==> src/rtl/dl_ctrl_pkg.sv <==
// dl_ctrl_pkg: opcodes, reply bytes and FSM state encoding shared by the delay-line command sequencer.
package dl_ctrl_pkg;
  localparam logic [7:0] OP_SET_TAP = 8'h01;
  localparam logic [7:0] OP_MEASURE = 8'h02;
  localparam logic [7:0] OP_READ_TAP = 8'h03;
  localparam logic [7:0] RSP_ACK = 8'h01;
  localparam logic [7:0] RSP_ERR = 8'hEE;
  localparam logic [15:0] RSP_TIMEOUT = 16'hFFFF;
  typedef enum logic [2:0] {S_IDLE, S_ARG, S_LAUNCH, S_WAIT, S_TX_HI, S_TX_LO} state_e;
endpackage

==> src/rtl/dl_ctrl_wdog.sv <==
// dl_ctrl_wdog: measurement watchdog; counts enabled cycles since the last clear and flags TIMEOUT-1.
module dl_ctrl_wdog #(
  parameter int TIMEOUT = 4096
) (
  input  logic clk,
  input  logic rst_n,
  input  logic i_clr,
  input  logic i_en,
  output logic o_expired
);
  localparam int W = TIMEOUT > 1 ? $clog2(TIMEOUT) : 1;
  logic [W-1:0] cnt_q, cnt_d;
  always_comb cnt_d = i_clr ? '0 : i_en ? cnt_q + 1'b1 : cnt_q;
  always_ff @(posedge clk or negedge rst_n)
    if (!rst_n) cnt_q <= '0;
    else cnt_q <= cnt_d;
  assign o_expired = cnt_q == W'(TIMEOUT - 1);
endmodule

==> src/rtl/dl_ctrl.sv <==
// dl_ctrl: UART command sequencer for the delay line (SET_TAP / MEASURE / READ_TAP).
// Define DL_CTRL_AVG_EN to average 2**AVG_LOG2 measurements per MEASURE.
module dl_ctrl
  import dl_ctrl_pkg::*;
#(
  parameter int TAP_W = 8,
  parameter int CNT_W = 16,
  parameter int TIMEOUT = 4096,
  parameter int AVG_LOG2 = 2
) (
  input  logic             clk,
  input  logic             rst_n,
  input  logic             i_rx_valid,
  input  logic [7:0]       i_rx_data,
  output logic             o_tx_valid,
  output logic [7:0]       o_tx_data,
  input  logic             i_tx_ready,
  output logic [TAP_W-1:0] o_dl_tap,
  output logic             o_dl_launch,
  input  logic             i_dl_done,
  input  logic [CNT_W-1:0] i_dl_count,
  output logic             o_busy
);
  state_e state_q, state_d;
  logic [TAP_W-1:0] tap_q, tap_d;
  logic [15:0] res_q, res_d;
  logic expired, hs;
`ifdef DL_CTRL_AVG_EN
  logic [CNT_W+AVG_LOG2-1:0] acc_q, acc_d, acc_sum;
  logic [AVG_LOG2-1:0] smp_q, smp_d;
  assign acc_sum = acc_q + (CNT_W+AVG_LOG2)'(i_dl_count);
`endif
  assign hs = o_tx_valid && i_tx_ready;
  // The timer is zeroed on entry to LAUNCH so the launch cycle itself counts toward TIMEOUT.
  dl_ctrl_wdog #(.TIMEOUT(TIMEOUT)) u_wdog (
    .clk(clk),
    .rst_n(rst_n),
    .i_clr(state_d == S_LAUNCH),
    .i_en(state_q == S_LAUNCH || state_q == S_WAIT),
    .o_expired(expired)
  );
  always_ff @(posedge clk or negedge rst_n)
    if (!rst_n) state_q <= S_IDLE;
    else state_q <= state_d;
  always_ff @(posedge clk or negedge rst_n)
    if (!rst_n) begin
      tap_q <= '0;
      res_q <= '0;
`ifdef DL_CTRL_AVG_EN
      acc_q <= '0;
      smp_q <= '0;
`endif
    end else begin
      tap_q <= tap_d;
      res_q <= res_d;
`ifdef DL_CTRL_AVG_EN
      acc_q <= acc_d;
      smp_q <= smp_d;
`endif
    end
  always_comb begin
    state_d = state_q;
    tap_d = tap_q;
    res_d = res_q;
`ifdef DL_CTRL_AVG_EN
    acc_d = acc_q;
    smp_d = smp_q;
`endif
    case (state_q)
      S_IDLE: if (i_rx_valid) begin
        state_d = i_rx_data == OP_SET_TAP ? S_ARG : i_rx_data == OP_MEASURE ? S_LAUNCH : S_TX_LO;
        res_d = i_rx_data == OP_READ_TAP ? 16'(tap_q) : {8'h00, RSP_ERR};
`ifdef DL_CTRL_AVG_EN
        acc_d = '0;
        smp_d = '0;
`endif
      end
      S_ARG: if (i_rx_valid) begin
        tap_d = TAP_W'(i_rx_data);
        res_d = {8'h00, RSP_ACK};
        state_d = S_TX_LO;
      end
      S_LAUNCH: state_d = S_WAIT;
      S_WAIT: if (i_dl_done) begin
`ifdef DL_CTRL_AVG_EN
        acc_d = acc_sum;
        smp_d = smp_q + 1'b1;
        res_d = 16'(acc_sum >> AVG_LOG2);
        state_d = smp_q == '1 ? S_TX_HI : S_LAUNCH;
`else
        res_d = 16'(i_dl_count);
        state_d = S_TX_HI;
`endif
      end else if (expired) begin
        res_d = RSP_TIMEOUT;
        state_d = S_TX_HI;
      end
      S_TX_HI: state_d = hs ? S_TX_LO : S_TX_HI;
      S_TX_LO: state_d = hs ? S_IDLE : S_TX_LO;
      default: state_d = S_IDLE;
    endcase
  end
  always_comb begin
    o_busy = state_q != S_IDLE;
    o_dl_launch = state_q == S_LAUNCH;
    o_tx_valid = state_q == S_TX_HI || state_q == S_TX_LO;
    o_tx_data = state_q == S_TX_HI ? res_q[15:8] : state_q == S_TX_LO ? res_q[7:0] : 8'h00;
  end
  assign o_dl_tap = tap_q;
endmodule

==> config.mk <==
export PLATFORM = sky130hd
export DESIGN_NAME = dl_ctrl
export DESIGN_NICKNAME = d
export VERILOG_FILES = /design/src/rtl/dl_ctrl_pkg.sv /design/src/rtl/dl_ctrl_wdog.sv /design/src/rtl/dl_ctrl.sv
export SDC_FILE = /design/constraint.sdc
export NUM_CORES = 1
export LEC_CHECK = 0
export ABC_CLOCK_PERIOD_IN_PS = 3280
export BUFFER_PORTS_ARGS = -buffer_cell sky130_fd_sc_hd__buf_2
export CAP_MARGIN = 25
export CELL_PAD_IN_SITES_DETAIL_PLACEMENT = 0
export CELL_PAD_IN_SITES_GLOBAL_PLACEMENT = 2
export CORE_ASPECT_RATIO = 1.2
export CORE_MARGIN = 8
export CORE_UTILIZATION = 30
export CTS_BUF_LIST = sky130_fd_sc_hd__clkbuf_2
export DETAILED_ROUTE_END_ITERATION = 10
export GPL_ROUTABILITY_DRIVEN = 0
export HOLD_SLACK_MARGIN = 0.15
export PLACE_DENSITY = 0.71
export SLEW_MARGIN = 5
export SYNTH_ARGS = -nofsm -noshare
export SYNTH_HDL_FRONTEND = slang
export SYNTH_SLANG_ARGS = --single-unit
==> constraint.sdc <==
create_clock -name clk -period 3.28 [get_ports clk]
set_input_delay 0.656 -clock clk [delete_from_list [all_inputs] [get_ports clk]]
set_output_delay 0.656 -clock clk [all_outputs]
set_load 0.02 [all_outputs]
Word level (Yosys, flattened, before mapping) --
Index checks and enable logic that the tools add are counted.
Word-level totals: input port bits 29, register bits after elaboration 39, logic and storage cells 46
Cells by class: mux-type cells 19, reduce and logical (&&, ||, !) cells 9, add/subtract/negate cells 1, eq/ne operators 13
Operators by type and width (count):
- 2-to-1 mux 16 bit | 4
- one-hot mux 16 bit (3 select lines) | 1
- 2-to-1 mux 12 bit | 2
- 2-to-1 mux 8 bit | 3
- 2-to-1 mux 3 bit | 7
- one-hot mux 3 bit (6 select lines) | 1
- == test 8 x 2 -> 1 bit (second input constant) | 2
- adder 12 x 1 -> 12 bit (second input constant) | 1
- == test 12 bit (second input constant) | 1
- == test 3 x 2 -> 1 bit (second input constant) | 3
- == test 8 x 1 -> 1 bit (second input constant) | 1
- == test 3 bit (second input constant) | 2
- nonzero test 3 bit | 2
- inequality test 2 bit (second input constant) | 2
- AND reduction 4 bit | 1
- == test 3 x 1 -> 1 bit (second input constant) | 1
- zero test 3 bit | 1
- inequality test 3 bit (second input constant) | 1
- logical OR 1 bit | 2
- AND reduction 2 bit | 1
- nonzero test 2 bit | 1
- logical AND 1 bit | 1
- 2-to-1 mux 1 bit | 1

Longest topological paths before layout --
depth in word-level cells 7, mapped depth 6

Modules after synthesis --
A second synthesis with hierarchy kept.
Second synthesis, totals: cells, all modules 217, area, all modules 2152.1 sq um
Modules (own cells, without submodules):
- dl_ctrl | times used 1, cells an instance 157, area each 1554.0 sq um
- dl_ctrl_wdog | times used 1, cells an instance 60, area each 598.1 sq um

Worst setup path before layout --
No wires, ideal clock.
path type flip-flop to output port, start register state_q[0], end output o_tx_data[0], slack 1.344 ns, cell stages (with the launch flop) 5, arrival 1.280 ns, cells stage by stage dfrtp_1 > clkbuf_1 > buf_2 > mux2i_1 > nor2_1
Between the ends: longest elaborated chain between the ends 3, elaborated cells on any way between the ends 4, those cells by class eq/ne (2); mux (2)
Ends and longest elaborated chain:
- start: declaration | line dl_ctrl.sv:24 | state_e state_q, state_d;
- start signal: assignment | line dl_ctrl.sv:44 | else state_q <= state_d;
- == test 3 bit | line dl_ctrl.sv:107 | o_tx_data = state_q == S_TX_HI ? res_q[15:8] : state_q == S_TX_LO ? res_q[7:0] : 8'h00;
- 2-to-1 mux 8 bit | line dl_ctrl.sv:107
- 2-to-1 mux 8 bit (*) | line dl_ctrl.sv:107
- end: declaration | line dl_ctrl.sv:16 | output logic [7:0] o_tx_data,
Mark *: on every way between the ends. The rest lies on a longest branch, timed or not.

Worst setup path after layout --
start register state_q[2], end output o_dl_launch
Between the ends: longest elaborated chain between the ends 1
Ends and longest elaborated chain:
- == test 3 x 2 -> 1 bit | line dl_ctrl.sv:105 | o_dl_launch = state_q == S_LAUNCH;
- end: declaration | line dl_ctrl.sv:19 | output logic o_dl_launch,
No other way between the ends.

==> flow_metrics.env <==
export IMPL_status="finished, final reports clean"
export IMPL_worstHoldStart="i_dl_count[13]"
export IMPL_synthArstFlopShare_pct=100
export IMPL_design_area_um2=2550
export IMPL_fp_dieH_um=109
export IMPL_crit_family="simple AND/OR/NAND/NOR gates"
export IMPL_cp_start_kind="register"
export IMPL_finalCriticalPeriod_ps=2700
export IMPL_worst_path_largest_cell_delay_ps=660
export IMPL_antenna_left=0
export IMPL_fin_skew_ps=18.9
export IMPL_fin_nets=290
export IMPL_critPathKind="reg2out"
export IMPL_cts_inserted_buffers=5
export IMPL_hold_path_class="in2reg"
export IMPL_p_leak_nw=1.13
export IMPL_slew_violations=0
export IMPL_dp_hpwl_um=4140
export IMPL_crit_start="state_q[2]$_DFF_PN0_"
export IMPL_drc=0
export IMPL_rsz0062_at_grt="no"
export IMPL_syn_area_um2=2160
export IMPL_grt_antenna_before_repair=0
export IMPL_ios=48
export IMPL_htreeDepth=2
export IMPL_timing_hold_violations_final=0
export IMPL_die_area_um2=10200
export IMPL_place_area_um2=2450
export IMPL_worst_slew_pin_transition_ps=863
export IMPL_drt_iter0_drc=73
export IMPL_ys_types=48
export IMPL_dpl_cell_count=341
export IMPL_end_kind="output port"
export IMPL_cp_max_fo=14
export IMPL_grt_pass1_vias=1816
export IMPL_clk_path_buf_depth=2
export IMPL_ys_warnings_count=0
export IMPL_crit_arrival_ps=2040
export IMPL_finalNonFillerCells=351
export IMPL_clkLatencyLatePin_ps=390
export IMPL_fmax_ghz=0.370
export IMPL_path_cells="nor2b_1 > nor2b_1 > buf_2"
export IMPL_worstPathRequired_ps=2620
export IMPL_synth_flop_cell="dfrtp_1"
export IMPL_antenna_cells=0
export IMPL_cp_slowest_cell="nor2b_1"
export IMPL_clk_pin_slew_ps=220
export IMPL_wl_per_cell_um=16.0
export IMPL_ys_seq_area_share_pct=45.1
export IMPL_clock_sinks=39
export IMPL_ctsResizeCount=0
export IMPL_slew_headroom_pct=42.5
export IMPL_core_area_um2=7100
export IMPL_synth_fp_nets=244
export IMPL_rows=34
export IMPL_tns_ps=0
export IMPL_synth_seq_cells=39
export IMPL_r2r_start="state_q[0]$_DFF_PN0_"
export IMPL_grt_first_pass_wirelength_um=9140
export IMPL_area_growth_pct=17.8
export IMPL_maxCapViolations=0
export IMPL_critical_path_most_common_cell="nor2b_1"
export IMPL_setup_viol=0
export IMPL_drive_above_1_share_pct=32.6
export IMPL_drt_total_wl_um=5610
export IMPL_numPortBuffers=47
export IMPL_n_fill_cell=747
export IMPL_overflow=0
export IMPL_cp_buffers_inverters=1
export IMPL_vdd_drop_max_v=0.000289
export IMPL_dr_pass1_iters=4
export IMPL_regArea_um2=976
export IMPL_p_per_area_nw_per_um2=721
export IMPL_synth_cells=214
export IMPL_grt_usage_pct=11.4
export IMPL_viasPerCell=4.86
export IMPL_syn_area_per_cell_um2=10.1
export IMPL_grt_max_degree=40
export IMPL_dieWidth_um=93.5
export IMPL_synth_edf_count=0
export IMPL_cts_root_buf="clkbuf_2"
export IMPL_tritoncts="yes"
export IMPL_vias=1705
export IMPL_period_share_pct=82.3
export IMPL_start_util_pct=30.5
export IMPL_multi_input_area_um2=1120
worst min-delay path, delay by kind of cell:
family	cells	cell delay (ps)
AND/OR/NAND/NOR	1	30
buffers and inverters	1	70
AO/OA/AOI/OAI	1	100
power breakdown:
part	switching (mW)	internal, mW
sequential	0.152	0.593
clock	0.168	0.125
combinational	0.444	0.357
cells by family (layout without fill, tap and decap cells):
| family | count (synthesis) | after routing | synth area share [%] |
|---|---|---|---|
| and+or+nand+nor | 89 | 89 | 22.5 |
| DFF | 39 | 39 | 45.1 |
| AOI/OAI and AO/OA | 35 | 35 | 11.5 |
| muxes | 26 | 26 | 13.0 |
| buffers and inverters | 14 | 61 | 3.30 |
| xor gates and xnor gates | 10 | 10 | 4.05 |
| adders and majority gates | 1 | 1 | 0.578 |
flip-flops by register name, indices dropped and copies added (netlist names):
register	flops
u_wdog.cnt_q	12
o_dl_tap	8
res_q	16
state_q	3
stage by stage:
stage | hold slack (ps) | utilization, % | setup slack [ps] | power (mW)
2_1_floorplan | 360 | - | 1340 | 1.31
3_3_place_gp | 480 | 34.6 | 1010 | 1.56
3_5_place_dp | 492 | 34.6 | 1010 | 1.57
4_1_cts | 366 | 35.5 | 513 | 1.87
5_1_grt | 433 | 35.9 | 362 | 1.97
6_report | 494 | 35.9 | 580 | 1.84
Yosys cell counts (2+ instances only):
cell	n	share of area (%)
dfrtp_1	39	45
nor2_1	29	5.0
nand2_1	23	4.0
mux2_2	16	8.3
o21ai_0	12	2.8
a21oi_1	11	2.5
mux2i_1	10	4.6
nand3b_1	6	2.1
clkbuf_1	5	0.87
xnor2_1	5	2.0
xor2_1	5	2.0
inv_1	4	0.69
nand4_1	4	1.2
nor2b_1	4	1.2
nand3_1	3	0.69
nor3_1	3	0.69
buf_4	2	0.69
nand2b_1	2	0.58
o31ai_1	2	0.69
cell type report:
class	instances	share of cell area, %
Multi-Input combinational cell	161	43.8
Tap cell	90	4.42
Inverter	4	0.589
Clock buffer	5	0.982
Sequential cell	39	38.3
Timing Repair Buffer	49	10.4
Clock inverter	3	1.52
per-layer routing:
layer	global-route usage [%]	part of all wire [%]
met1	13.7	44
met2	19.0	48
met3	3.93	6.6
met4	3.23	0.87
met5	0	0
worst paths after layout:
| check | end | slack, ps | cells after the start |
|---|---|---|---|
| worst min register to register | res_q[10]$_DFFE_PN0P_ | 530 | 2 |
| worst max register to register | o_dl_tap[5]$_DFFE_PN0P_ | 1050 | 3 |
| worst min-delay path | res_q[13]$_DFFE_PN0P_ | 490 | 3 |
| worst max-delay path | o_dl_launch | 580 | 3 |
| min in group asynchronous | u_wdog.cnt_q[9]$_DFFE_PN0P_ | 600 | 2 |
| max in group asynchronous | state_q[1]$_DFF_PN0_ | 2230 | 3 |
repair_timing:
| action | 4_1_cts | 5_1_grt |
|---|---|---|
| hold buffers | 0 | 1 |
| endpoints found under the hold margin | 0 | 7 |
| endpoints found under the setup margin | 0 | 0 |
| setup buffers | 0 | 0 |
placed cells by master, fill, tap and decap left out, drive strengths merged, types with 2 or more instances in the layout:
| cell type | n |
|---|---|
| nor2b | 4 |
| or2 | 2 |
| or4 | 2 |
| nand3 | 4 |
| dfrtp | 39 |
| clkbuf | 5 |
| inv | 4 |
| nor2 | 30 |
| mux2 | 16 |
| o21ai | 12 |
| o31ai | 3 |
| xor2 | 5 |
| nand2b | 3 |
| clkinv | 2 |
| mux2i | 10 |
| or3 | 2 |
| xnor2 | 5 |
| nand4 | 5 |
| buf | 48 |
| nor3 | 4 |
| a21oi | 12 |
| nand2 | 23 |
| nand3b | 6 |
(Power assumes the default switching activity.)
